<file path="src/rtl/mips_cpu_seq_ctrl.sv">
// Multi-cycle MIPS sequencing controller: drives fetch/execute/memory/writeback
// strobes from a seven-state FSM and counts retired instructions.
module mips_cpu_seq_ctrl #(
    parameter logic [31:0] HALT_ADDR = 32'h00000000
) (
    input  logic        clk,
    input  logic        reset,
    input  logic        waitrequest,
    input  logic [31:0] pc,
    input  logic        is_load,
    input  logic        is_store,
    input  logic        reg_wr_req,
    output logic        mem_read,
    output logic        mem_write,
    output logic        addr_sel,
    output logic        ir_load,
    output logic        pc_en,
    output logic        reg_write,
    output logic        active,
    output logic [2:0]  state,
    output logic [31:0] instr_count
);

    typedef enum logic [2:0] {
        ST_IDLE   = 3'd0,
        ST_FETCH  = 3'd1,
        ST_EXEC   = 3'd2,
        ST_MEM_RD = 3'd3,
        ST_MEM_WR = 3'd4,
        ST_WB     = 3'd5,
        ST_HALT   = 3'd6,
        ST_RSVD   = 3'd7
    } state_t;

    state_t      state_r;
    state_t      state_next_s;
    logic [31:0] instr_count_r;
    logic        halt_hit_s;

    assign halt_hit_s  = (pc == HALT_ADDR);
    assign state       = state_r;
    assign instr_count = instr_count_r;

    // State register; a low reset abandons any in-flight access.
    always_ff @(posedge clk) begin
        if (!reset) begin
            state_r <= ST_IDLE;
        end else begin
            state_r <= state_next_s;
        end
    end

    // Retired-instruction counter: one tick per EXEC cycle, wraps naturally.
    always_ff @(posedge clk) begin
        if (!reset) begin
            instr_count_r <= 32'd0;
        end else if (state_r == ST_EXEC) begin
            instr_count_r <= instr_count_r + 32'd1;
        end else begin
            instr_count_r <= instr_count_r;
        end
    end

    // Next-state selection.
    always_comb begin
        state_next_s = state_r;
        case (state_r)
            ST_IDLE: begin
                state_next_s = ST_FETCH;
            end
            ST_FETCH: begin
                if (halt_hit_s) begin
                    state_next_s = ST_HALT;
                end else if (waitrequest) begin
                    state_next_s = ST_FETCH;
                end else begin
                    state_next_s = ST_EXEC;
                end
            end
            ST_EXEC: begin
                // Load outranks store when a bad decode asserts both.
                if (is_load) begin
                    state_next_s = ST_MEM_RD;
                end else if (is_store) begin
                    state_next_s = ST_MEM_WR;
                end else if (reg_wr_req) begin
                    state_next_s = ST_WB;
                end else begin
                    state_next_s = ST_FETCH;
                end
            end
            ST_MEM_RD: begin
                if (waitrequest) begin
                    state_next_s = ST_MEM_RD;
                end else begin
                    state_next_s = ST_WB;
                end
            end
            ST_MEM_WR: begin
                if (waitrequest) begin
                    state_next_s = ST_MEM_WR;
                end else begin
                    state_next_s = ST_FETCH;
                end
            end
            ST_WB: begin
                state_next_s = ST_FETCH;
            end
            ST_HALT: begin
                state_next_s = ST_HALT;
            end
            default: begin
                state_next_s = ST_IDLE;
            end
        endcase
    end

    // Strobe decode from the state register; FETCH also looks at pc and waitrequest.
    always_comb begin
        mem_read  = 1'b0;
        mem_write = 1'b0;
        addr_sel  = 1'b0;
        ir_load   = 1'b0;
        pc_en     = 1'b0;
        reg_write = 1'b0;
        active    = 1'b1;
        case (state_r)
            ST_IDLE: begin
                active = 1'b0;
            end
            ST_FETCH: begin
                if (halt_hit_s) begin
                    mem_read = 1'b0;
                end else begin
                    mem_read = 1'b1;
                    ir_load  = ~waitrequest;
                end
            end
            ST_EXEC: begin
                pc_en = 1'b1;
            end
            ST_MEM_RD: begin
                mem_read = 1'b1;
                addr_sel = 1'b1;
            end
            ST_MEM_WR: begin
                mem_write = 1'b1;
                addr_sel  = 1'b1;
            end
            ST_WB: begin
                reg_write = 1'b1;
            end
            ST_HALT: begin
                active = 1'b0;
            end
            default: begin
                active = 1'b1;
            end
        endcase
    end

endmodule
</file>
<file path="config.mk">
export PLATFORM = sky130hd
export DESIGN_NAME = mips_cpu_seq_ctrl
export DESIGN_NICKNAME = d
export VERILOG_FILES = /design/src/rtl/mips_cpu_seq_ctrl.sv
export SDC_FILE = /design/constraint.sdc
export NUM_CORES = 1
export LEC_CHECK = 0
export ABC_AREA = 1
export CAP_MARGIN = 10
export CELL_PAD_IN_SITES_DETAIL_PLACEMENT = 0
export CELL_PAD_IN_SITES_GLOBAL_PLACEMENT = 2
export CORE_MARGIN = 1
export CORE_UTILIZATION = 28
export DETAILED_ROUTE_END_ITERATION = 12
export DONT_BUFFER_PORTS = 1
export HOLD_SLACK_MARGIN = 0.05
export PLACE_DENSITY_LB_ADDON = 0.1
export SYNTH_ARGS = -nofsm -noshare
export SYNTH_HDL_FRONTEND = slang
export SYNTH_SLANG_ARGS = --single-unit
</file>
<file path="constraint.sdc">
create_clock -name clk -period 1.2 [get_ports clk]
set_input_delay 0.24 -clock clk [delete_from_list [all_inputs] [get_ports clk]]
set_output_delay 0.24 -clock clk [all_outputs]
set_load 0.02 [all_outputs]
</file>
==> metrics <==
most frequent cells after synthesis=nand2_1, nor2_1, inv_1; met2 wire length=3570 um; Worst Setup Slack, final=-284 ps; routed vias/inst=4.54; leakage=1.72 nW; core area=7410 um^2; Syn Inst Count=354; routed via count=2,578; Longest Clk Path Bufs=2; I/O pins=80; wire length on met3=330 um; GR Overflow Total=0; crit-path max FO=3; ANT cells=0; cts bufs inserted=5; Final setup viols=40; non-filler cells, final=568; final net count=507; largest net degree at the start of global routing=17; CP max-delay cell=dfxtp_4; Clock Latency Late Sink=300 ps; vias in the first global route=2,574; synthesized area per cell=6.17 um^2; TritonCTS clock tree=built; worst min-delay path category=input pin to register; DRC=0; Core Util, Final=53.9%; syn_nets=393; Post-DP HPWL=5320 um; Yosys top cell area share=32.1%; status=complete, but fails checks; DR iter-0 viols=70; Area Growth Syn to Fin=82.7%; DR pass1 iterations=4; Slew Viols, Final=0; Setup crit end kind=output port; antenna-violating nets left=0; Min Clock Period, post-route=1480 ps; Worst slew margin=66.1%; Die Y=90.4 um; Buffers on Ports=0; routability cong.=0.849; synthesized flop and latch total=35; proportion of synthesized chip area in sequential cells=32.1%; Final period util=124%; top routing layer used=met4; CTS clock-pin slew for the worst setup and hold paths=80 ps; clock network fraction of total power=37.9%; main area contributors after synthesis=dfxtp_1, nand2_1, nor2_1, inv_1, nand3_1; share of cells above drive strength 1=56.5%; post-synthesis cell area=2190 um^2; RSZ-0062 raised after global routing=true; placed cell areas=3120 um^2; main flop type after synthesis=dfxtp_1; WL final=7320 um; EDFF count, synth=0; initial antenna violation count=0; Internal=2.02 mW; most instantiated library cell after synthesis=nand2_1; Initial Util=29.5%; P_sw=0.824 mW; CTS sink count=35; Pwr Density=712 nW/um^2; arrival time worst endpoint=1240 ps; actual slew at the worst max-slew pin=506 ps; die area=8160 um^2; Flop pwr share=41.1%; Post-synth ARST share=0%; Synthesis Warnings=0; area leader, netlist=dfxtp_1; H-tree depth=2; # rows=31; Max-cap violations=0; Power Total=2.84 mW; critical path cell sequence=buf_6, buf_8, nor3_4, or2_4; slowest stage delay, CP=360 ps; Setup CP Type=register to output port; Gate power share=21.0%; worst hold slack=45.2 ps; Worst Path Required=960 ps; Design Area, Final=3990 um^2; Final Hold Vio Count=0; worst clock skew=8.87 ps; Max Freq=674 MHz; Root Driver=clkbuf_8; M1 WL=3280 um; Startpoint Class=register; Cell variety after synth=33; Peak VDD IR=389 uV; first-pass GRT wire length=11,900 um; drt wl/cell=12.9 um; Sw Share=29.0%; failing checks=setup timing; Placed Cells=539; die width=90.4 um; Total Routing Usage GR=18.2%
## worst max-delay path: cells and delay by family, from the launching register on
| family | cells | cell delay (ps) |
|---|---|---|
| DFF | 1 | 360 |
| buffers and inverters | 2 | 250 |
| and+or+nand+nor | 2 | 340 |
## layout by cell type (no fill, tap or decap), drive strengths merged, types with 4 or more instances in the layout
cell type    n
o21ai       12
nor2        80
nor3        12
nand3       31
clkbuf       7
nand2       81
nand4        4
buf        109
inv         56
a21oi       25
dfxtp       35
## flip-flops by register name, summed over array words and instances (netlist names)
register     cells
instr_count     32
state            3
## cells by family after synthesis
group	synth area share, %
simple gates	46.1
fa+ha+maj	0.572
flops	32.1
xor+xnor	1.20
buf+inv	11.0
compound gates	8.99
## power groups by stage
| stage | clock network (mW) | logic, mW | registers [mW] |
|---|---|---|---|
| 2_1_floorplan | 0 | 0.210 | 1.22 |
| 3_3_place_gp | 0 | 0.356 | 1.19 |
| 3_5_place_dp | 0 | 0.360 | 1.20 |
| 4_1_cts | 1.10 | 0.525 | 1.17 |
| 5_1_grt | 1.15 | 0.637 | 1.17 |
| 6_report | 1.08 | 0.597 | 1.17 |
## path summary, 6_finish.rpt
check	cells after the start	endpoint	slack [ps]	start
worst max-delay path	4	addr_sel	-280	state[1]$_SDFF_PN0_
worst min-delay path	2	instr_count[18]$_SDFFE_PN0P_	50	reset
worst max register to register	9	instr_count[25]$_SDFFE_PN0P_	-230	state[2]$_SDFF_PN0_
worst min register to register	2	instr_count[20]$_SDFFE_PN0P_	600	instr_count[20]$_SDFFE_PN0P_
## routing by layer
| layer | up-vias | GRT usage (%) |
|---|---|---|
| met1 | 1162 | 21.5 |
| li1 | 1339 | - |
| met5 | - | 0 |
| met2 | 65 | 31.9 |
| met3 | 12 | 4.04 |
| met4 | 0 | 7.12 |
## area by class of cell
| class | count | area (um^2) |
|---|---|---|
| fill | 726 | 3420 |
| timing repair buffer | 112 | 988 |
| sequential | 35 | 776 |
| inverter | 56 | 225 |
| multi-input combinational | 258 | 1770 |
| tap | 99 | 124 |
| clock inverter | 1 | 5.00 |
| clock buffer | 7 | 108 |
## stage by stage
| stage | setup slack [ps] | TNS, ps |
|---|---|---|
| 5_1_grt | -353 | -8870 |
| 3_5_place_dp | -231 | -5430 |
| 4_1_cts | -291 | -5060 |
| 2_1_floorplan | -112 | -1400 |
| 6_report | -284 | -5750 |
| 3_3_place_gp | -233 | -5410 |
## timing repair
| action | 4_1_cts | 5_1_grt |
|---|---|---|
| buffers inserted | 10 | 9 |
| hold buffers | 2 | 1 |
| endpoints found under the hold margin | 9 | 3 |
| gates resized for setup | 82 | 80 |
| pin swaps | 20 | 36 |
| setup endpoints to repair | 42 | 44 |
Power figures use the tool's default switching activity.
